<file path="config.mk">
export PLATFORM = sky130hd
export DESIGN_NAME = uart_frame_ctrl
export DESIGN_NICKNAME = d
export VERILOG_FILES = /design/src/rtl/uart_frame_ctrl_pkg.sv /design/src/rtl/uart_frame_buf.sv /design/src/rtl/uart_frame_ctrl.sv
export SDC_FILE = /design/constraint.sdc
export NUM_CORES = 1
export LEC_CHECK = 0
export CAP_MARGIN = 15
export CORE_AREA = 2 2 157 144
export CTS_BUF_LIST = sky130_fd_sc_hd__clkbuf_4 sky130_fd_sc_hd__clkbuf_8
export DETAILED_ROUTE_END_ITERATION = 7
export DIE_AREA = 0 0 159 146
export SYNTH_ARGS = -nofsm -noshare
export SYNTH_HDL_FRONTEND = slang
export SYNTH_SLANG_ARGS = --single-unit
</file>
<file path="constraint.sdc">
create_clock -name clock -period 3.6 [get_ports clock]
set_clock_uncertainty 0.05 [all_clocks]
set_input_delay 0.72 -clock clock [delete_from_list [all_inputs] [get_ports clock]]
set_output_delay 0.72 -clock clock [all_outputs]
set_load 0.005 [all_outputs]
</file>
<file path="src/rtl/uart_frame_ctrl_pkg.sv">
// Shared types for the UART frame controller: state encoding and default header byte.
package uart_frame_ctrl_pkg;

   // Start-of-frame byte that opens every command frame.
   localparam logic [7:0] UART_HEADER = 8'hA5;

   // One-hot frame sequencer states; also exported on the state_str debug port.
   typedef enum logic [4:0] {
      S_IDLE    = 5'b00001,
      S_LEN     = 5'b00010,
      S_PAYLOAD = 5'b00100,
      S_CHECK   = 5'b01000,
      S_DRAIN   = 5'b10000
   } state_t;

endpackage

</file>
<file path="src/rtl/uart_frame_buf.sv">
// Payload buffer: DEPTH x 8 register file, one synchronous write port and one
// combinational read port. Contents are not reset; the controller only reads
// entries that the current frame has written.
module uart_frame_buf #(
   parameter int DEPTH  = 16,
   parameter int ADDR_W = (DEPTH > 1) ? $clog2(DEPTH) : 1
) (
   input  logic              clock,
   input  logic              we,
   input  logic [ADDR_W-1:0] waddr,
   input  logic [7:0]        wdata,
   input  logic [ADDR_W-1:0] raddr,
   output logic [7:0]        rdata
);

   logic [7:0] mem_q [DEPTH];

   // Store one payload byte per write strobe.
   always_ff @(posedge clock) begin
      if (we) begin
         mem_q[waddr] <= wdata;
      end
   end

   assign rdata = mem_q[raddr];

endmodule

</file>
<file path="src/rtl/uart_frame_ctrl.sv">
// Frame sequencer between uart_rx and the command decoder.
// Accepts HEADER, LEN, LEN payload bytes and an XOR checksum byte, buffers the
// payload, and on a good checksum streams it out in arrival order. Bad length,
// bad checksum and inter-byte timeout drop the frame with a one-cycle error
// pulse plus rx_flush to resynchronise the receiver.
//
// Output handshake: a byte moves when out_valid && out_ready are both high at a
// rising clock edge. While out_valid is high and out_ready is low, out_data,
// out_last and frame_len hold their values. out_valid is decoded from the state
// register only, so it never depends combinationally on out_ready.
module uart_frame_ctrl
   import uart_frame_ctrl_pkg::*;
#(
   parameter logic [7:0] HEADER        = UART_HEADER,
   parameter int         MAX_LEN       = 16,
   parameter int         TIMEOUT_TICKS = 160,
   localparam int        LEN_W         = $clog2(MAX_LEN + 1)
) (
   input  logic             clock,
   input  logic             reset_n,
   input  logic             clock_en,
   input  logic             byte_valid,
   input  logic [7:0]       byte_data,
   output logic             out_valid,
   input  logic             out_ready,
   output logic [7:0]       out_data,
   output logic             out_last,
   output logic [LEN_W-1:0] frame_len,
   output logic             err_chk,
   output logic             err_len,
   output logic             err_timeout,
   output logic             overrun,
   output logic             rx_flush,
   output state_t           state_str
);

   localparam int                ADDR_W    = (MAX_LEN > 1) ? $clog2(MAX_LEN) : 1;
   localparam int                TCNT_W    = $clog2(TIMEOUT_TICKS + 1);
   localparam logic [TCNT_W-1:0] TCNT_MAX  = TCNT_W'(TIMEOUT_TICKS);
   localparam logic [TCNT_W-1:0] TCNT_LAST = TCNT_W'(TIMEOUT_TICKS - 1);
   localparam logic [7:0]        MAX_LEN_B = 8'(MAX_LEN);

   state_t            state_q, state_d;
   logic [LEN_W-1:0]  len_q, len_d;
   logic [LEN_W-1:0]  idx_q, idx_d;
   logic [LEN_W-1:0]  rd_idx_q, rd_idx_d;
   logic [TCNT_W-1:0] tcnt_q, tcnt_d;
   logic [7:0]        chk_q, chk_d;
   logic              err_chk_q, err_chk_d;
   logic              err_len_q, err_len_d;
   logic              err_timeout_q, err_timeout_d;
   logic              overrun_q, overrun_d;
   logic              rx_flush_q, rx_flush_d;

   logic              buf_we;
   logic [7:0]        buf_rdata;
   logic [LEN_W-1:0]  last_idx;
   logic              frame_active;
   logic              timeout_hit;

   uart_frame_buf #(
      .DEPTH  (MAX_LEN),
      .ADDR_W (ADDR_W)
   ) u_buf (
      .clock (clock),
      .we    (buf_we),
      .waddr (idx_q[ADDR_W-1:0]),
      .wdata (byte_data),
      .raddr (rd_idx_q[ADDR_W-1:0]),
      .rdata (buf_rdata)
   );

   assign last_idx     = len_q - LEN_W'(1);
   assign frame_active = (state_q == S_LEN) || (state_q == S_PAYLOAD) || (state_q == S_CHECK);
   // A byte arriving on the expiring tick wins over the timeout.
   assign timeout_hit  = frame_active && clock_en && !byte_valid && (tcnt_q == TCNT_LAST);

   assign out_valid   = (state_q == S_DRAIN);
   assign out_data    = out_valid ? buf_rdata : 8'h00;
   assign out_last    = out_valid && (rd_idx_q == last_idx);
   assign frame_len   = len_q;
   assign err_chk     = err_chk_q;
   assign err_len     = err_len_q;
   assign err_timeout = err_timeout_q;
   assign overrun     = overrun_q;
   assign rx_flush    = rx_flush_q;
   assign state_str   = state_q;

   // Next-state, datapath updates and error pulse requests.
   always_comb begin
      state_d       = state_q;
      len_d         = len_q;
      idx_d         = idx_q;
      rd_idx_d      = rd_idx_q;
      chk_d         = chk_q;
      tcnt_d        = '0;
      err_chk_d     = 1'b0;
      err_len_d     = 1'b0;
      err_timeout_d = 1'b0;
      overrun_d     = 1'b0;
      buf_we        = 1'b0;

      // Inter-byte timer runs only while a frame is being received.
      if (frame_active && !byte_valid) begin
         tcnt_d = tcnt_q;
         if (clock_en && (tcnt_q != TCNT_MAX)) begin
            tcnt_d = tcnt_q + TCNT_W'(1);
         end
      end

      case (state_q)
         S_IDLE: begin
            if (byte_valid && (byte_data == HEADER)) begin
               state_d = S_LEN;
            end
         end
         S_LEN: begin
            if (byte_valid) begin
               if ((byte_data != 8'h00) && (byte_data <= MAX_LEN_B)) begin
                  len_d   = byte_data[LEN_W-1:0];
                  chk_d   = byte_data;
                  idx_d   = '0;
                  state_d = S_PAYLOAD;
               end else begin
                  err_len_d = 1'b1;
                  state_d   = S_IDLE;
               end
            end
         end
         S_PAYLOAD: begin
            if (byte_valid) begin
               buf_we = 1'b1;
               chk_d  = chk_q ^ byte_data;
               if (idx_q == last_idx) begin
                  state_d = S_CHECK;
               end else begin
                  idx_d = idx_q + LEN_W'(1);
               end
            end
         end
         S_CHECK: begin
            if (byte_valid) begin
               if ((chk_q ^ byte_data) == 8'h00) begin
                  rd_idx_d = '0;
                  state_d  = S_DRAIN;
               end else begin
                  err_chk_d = 1'b1;
                  state_d   = S_IDLE;
               end
            end
         end
         S_DRAIN: begin
            // Bytes from the receiver cannot be held here; they are dropped and flagged.
            overrun_d = byte_valid;
            if (out_ready) begin
               if (rd_idx_q == last_idx) begin
                  rd_idx_d = '0;
                  state_d  = S_IDLE;
               end else begin
                  rd_idx_d = rd_idx_q + LEN_W'(1);
               end
            end
         end
         default: begin
            state_d = S_IDLE;
         end
      endcase

      if (timeout_hit) begin
         err_timeout_d = 1'b1;
         tcnt_d        = '0;
         state_d       = S_IDLE;
      end

      rx_flush_d = err_chk_d | err_len_d | err_timeout_d;
   end

   // State, counters and registered one-cycle pulses; reset aborts any frame.
   always_ff @(posedge clock or negedge reset_n) begin
      if (!reset_n) begin
         state_q       <= S_IDLE;
         len_q         <= '0;
         idx_q         <= '0;
         rd_idx_q      <= '0;
         tcnt_q        <= '0;
         chk_q         <= 8'h00;
         err_chk_q     <= 1'b0;
         err_len_q     <= 1'b0;
         err_timeout_q <= 1'b0;
         overrun_q     <= 1'b0;
         rx_flush_q    <= 1'b0;
      end else begin
         state_q       <= state_d;
         len_q         <= len_d;
         idx_q         <= idx_d;
         rd_idx_q      <= rd_idx_d;
         tcnt_q        <= tcnt_d;
         chk_q         <= chk_d;
         err_chk_q     <= err_chk_d;
         err_len_q     <= err_len_d;
         err_timeout_q <= err_timeout_d;
         overrun_q     <= overrun_d;
         rx_flush_q    <= rx_flush_d;
      end
   end

endmodule

</file>
==> flow_metrics.env <==
export IMPL_die_h_um=146
export IMPL_cts_root_buf="clkbuf_8"
export IMPL_numPortBuffers=37
export IMPL_post_route_period_util=0.9754
export IMPL_clock_latency_ns=0.45
export IMPL_floorplan_initialDensity=0.3457
export IMPL_yosysWarnings=0
export IMPL_synth_seq_cells=169
export IMPL_ys_async_sr_fraction=0.2426
export IMPL_gp_congestion=0.7632
export IMPL_syn_to_final_growth_pct=18.20
export IMPL_ctsHoldBuffers=0
export IMPL_hold_class="in2async"
export IMPL_worst_slew_pin_slew_ns=0.9870
export IMPL_crit_required_ns=2.83
export IMPL_fin_util=0.4086
export IMPL_placed_cell_area_um2=8348
export IMPL_nets=573
export IMPL_ys_seq_area_frac=0.6572
export IMPL_status="finished, final reports clean"
export IMPL_drc=0
export IMPL_cts_tree="done"
export IMPL_ys_types=54
export IMPL_grt_ovfl_total=0
export IMPL_syn_inst=479
export IMPL_slew_viol_final=0
export IMPL_p_per_area_nw_per_um2=454.8
export IMPL_drt_iter0_markers=320
export IMPL_grt_pass1_vias=4376
export IMPL_synth_edff_count=128
export IMPL_io_pins=38
export IMPL_final_cell_mix="128 x edfxtp_1, 48 x nand2_1, 40 x mux4_2"
export IMPL_worst_hold_slack_ns=0.3588
export IMPL_grt_max_degree=42
export IMPL_firstDrtPassIters=4
export IMPL_cp_end_kind="primary output"
export IMPL_mostFrequentLayoutCell="edfxtp_1"
export IMPL_maxCapViolCount=0
export IMPL_p_leak_nw=3.025
export IMPL_syn_area_um2=7412
export IMPL_cts_sinks=169
export IMPL_antenna_diode_count=0
export IMPL_grtUsageTotal=0.1460
export IMPL_hold_violations=0
export IMPL_std_cell_rows=51
export IMPL_fp_dieW_um=159
export IMPL_fmax_mhz=284.8
export IMPL_clkTransAtPathRegs_ns=0.09
export IMPL_grt_pass1_wl_mm=25.75
export IMPL_setup_viol=0
export IMPL_syn_avg_cell_area_um2=15.47
export IMPL_crit_fanout=5
export IMPL_clk_path_buf_depth=2
export IMPL_core_area_um2=21440
export IMPL_path_class="reg2out"
export IMPL_total_power_mw=3.985
export IMPL_n_fill_cell=1972
export IMPL_dr_total_vias=4285
export IMPL_die_area_um2=23210
export IMPL_arrival_ns=2.74
export IMPL_numCtsBuffers=17
export IMPL_start_kind="register"
export IMPL_fin_crit_ns=3.511
export IMPL_ant_nets=0
export IMPL_grt_antenna_before_repair=0
export IMPL_hpwl_mm=11.28
export IMPL_h_tree_depth=4
export IMPL_drive_above_1_share=0.2212
export IMPL_synth_flop_cell="edfxtp_1"
export IMPL_finalWirelength_mm=16.51
export IMPL_wire_per_inst_um=19.29
export IMPL_synth_fp_nets=500
export IMPL_fin_area_um2=8761
export IMPL_vias_per_cell=5.006
export IMPL_ir_drop_mv=0.2170
export IMPL_relSlewSlack=0.3369
[logic make-up (layout without fill, tap and decap cells)]
kind of cell             after synthesis  after routing  synth area share
AO/OA/AOI/OAI                         36             36           0.03579
XOR/XNOR                              33             33           0.04271
adder cells (fa/ha/maj)                8              8           0.01350
buffers and inverters                 35            121           0.01891
flip-flops                           169            169            0.6572
multiplexers                          42             42            0.1244
AND/OR/NAND/NOR                      156            156            0.1075
[critical path: stages (launching register included)]
cell	delay, ns
dfrtp_4	0.52
buf_4	0.19
mux4_2	0.52
mux4_2	0.46
and2_1	0.17
clkdlybuf4s50_1	0.45
[cells in the mapped netlist, types with 2 or more instances]
| master | n | share of area |
|---|---|---|
| o32ai_1 | 2 | 0.0024 |
| nand4b_1 | 2 | 0.0024 |
| ha_1 | 8 | 0.014 |
| or4_1 | 4 | 0.0041 |
| xor2_1 | 17 | 0.020 |
| o21ai_0 | 10 | 0.0068 |
| nor4_1 | 4 | 0.0034 |
| xnor3_1 | 2 | 0.0061 |
| a21oi_1 | 4 | 0.0027 |
| dfrtp_1 | 40 | 0.14 |
| and3_1 | 3 | 0.0025 |
| buf_1 | 2 | 0.0010 |
| nand3_1 | 14 | 0.0095 |
| nor2_1 | 33 | 0.017 |
| and2_1 | 8 | 0.0068 |
| nand3b_1 | 2 | 0.0020 |
| or3b_4 | 2 | 0.0030 |
| nor3_1 | 13 | 0.0088 |
| or3_1 | 2 | 0.0017 |
| mux4_2 | 40 | 0.12 |
| inv_1 | 16 | 0.0081 |
| nand4_1 | 3 | 0.0025 |
| nand2_1 | 48 | 0.024 |
| buf_2 | 7 | 0.0047 |
| clkbuf_1 | 10 | 0.0051 |
| o221ai_1 | 2 | 0.0024 |
| a21o_1 | 2 | 0.0020 |
| or2_2 | 2 | 0.0017 |
| nand2b_1 | 7 | 0.0059 |
| edfxtp_1 | 128 | 0.52 |
| a31o_2 | 2 | 0.0024 |
| o31ai_1 | 5 | 0.0051 |
| xnor2_1 | 14 | 0.017 |
[routing by layer]
metal | global-route usage | share of wire | vias up
met2 | 0.2346 | 0.50 | 85
met4 | 0.03409 | 0.0078 | 0
met1 | 0.2052 | 0.46 | 2227
li1 | - | - | 1966
met3 | 0.02992 | 0.039 | 7
met5 | 0 | 0 | -
[repair_timing]
item / in CTS / in global routing
endpoints found under the setup margin: 8 / 1
cloned: 0 / 1
pin swaps: 0 / 0
gates resized for setup: 2 / 4
hold endpoints to repair: 0 / 0
setup buffers: 2 / 0
[metrics by stage]
step,setup TNS (ns),cells,setup slack (ns)
2_1_floorplan,0,479,0.8123
3_3_place_gp,0,821,0.3864
3_5_place_dp,0,821,0.3342
4_1_cts,0,855,0.008854
5_1_grt,-0.005735,856,-0.003766
6_report,0,856,0.08865
[report_power, final]
part	internal [mW]	total (mW)	switching, mW
logic	0.231	0.476	0.245
clock network	0.501	1.23	0.724
registers	2.19	2.28	0.0986
[sequential cells by signal (all words and copies together) (netlist names)]
signal and count:
chk_q 8, err_chk 1, err_len 1, err_timeout 1, frame_len 5, idx_q 5, overrun 1, rd_idx_q 5
rx_flush 1, state_str 5, tcnt_q 8, u_buf.mem_q 128
[path summary, 6_finish.rpt]
path | depth (start not counted) | slack [ns] | end | from
worst max register to register | 7 | 0.99 | state_str[3] | frame_len[0]
worst max-delay path | 5 | 0.09 | out_data[2] | rd_idx_q[0]
min in group clock | 2 | 0.51 | tcnt_q[7] | tcnt_q[7]
max in group asynchronous | 1 | 2.46 | rd_idx_q[0] | reset_n
worst min register to register | 2 | 0.51 | tcnt_q[7] | tcnt_q[7]
worst min-delay path | 1 | 0.36 | rd_idx_q[4] | reset_n
[cell type report]
| class | count | area (um2) | area share |
|---|---|---|---|
| inverter | 16 | 63.81 | 0.007284 |
| clock inverter | 14 | 115.1 | 0.01314 |
| clock buffer | 18 | 241.5 | 0.02756 |
| multi-input combinational | 275 | 2401 | 0.2741 |
| timing repair buffer | 73 | 700.7 | 0.07998 |
| tap | 291 | 364.1 | 0.04156 |
| sequential | 169 | 4875 | 0.5564 |
No activity file was read; power rests on OpenSTA's default activity.
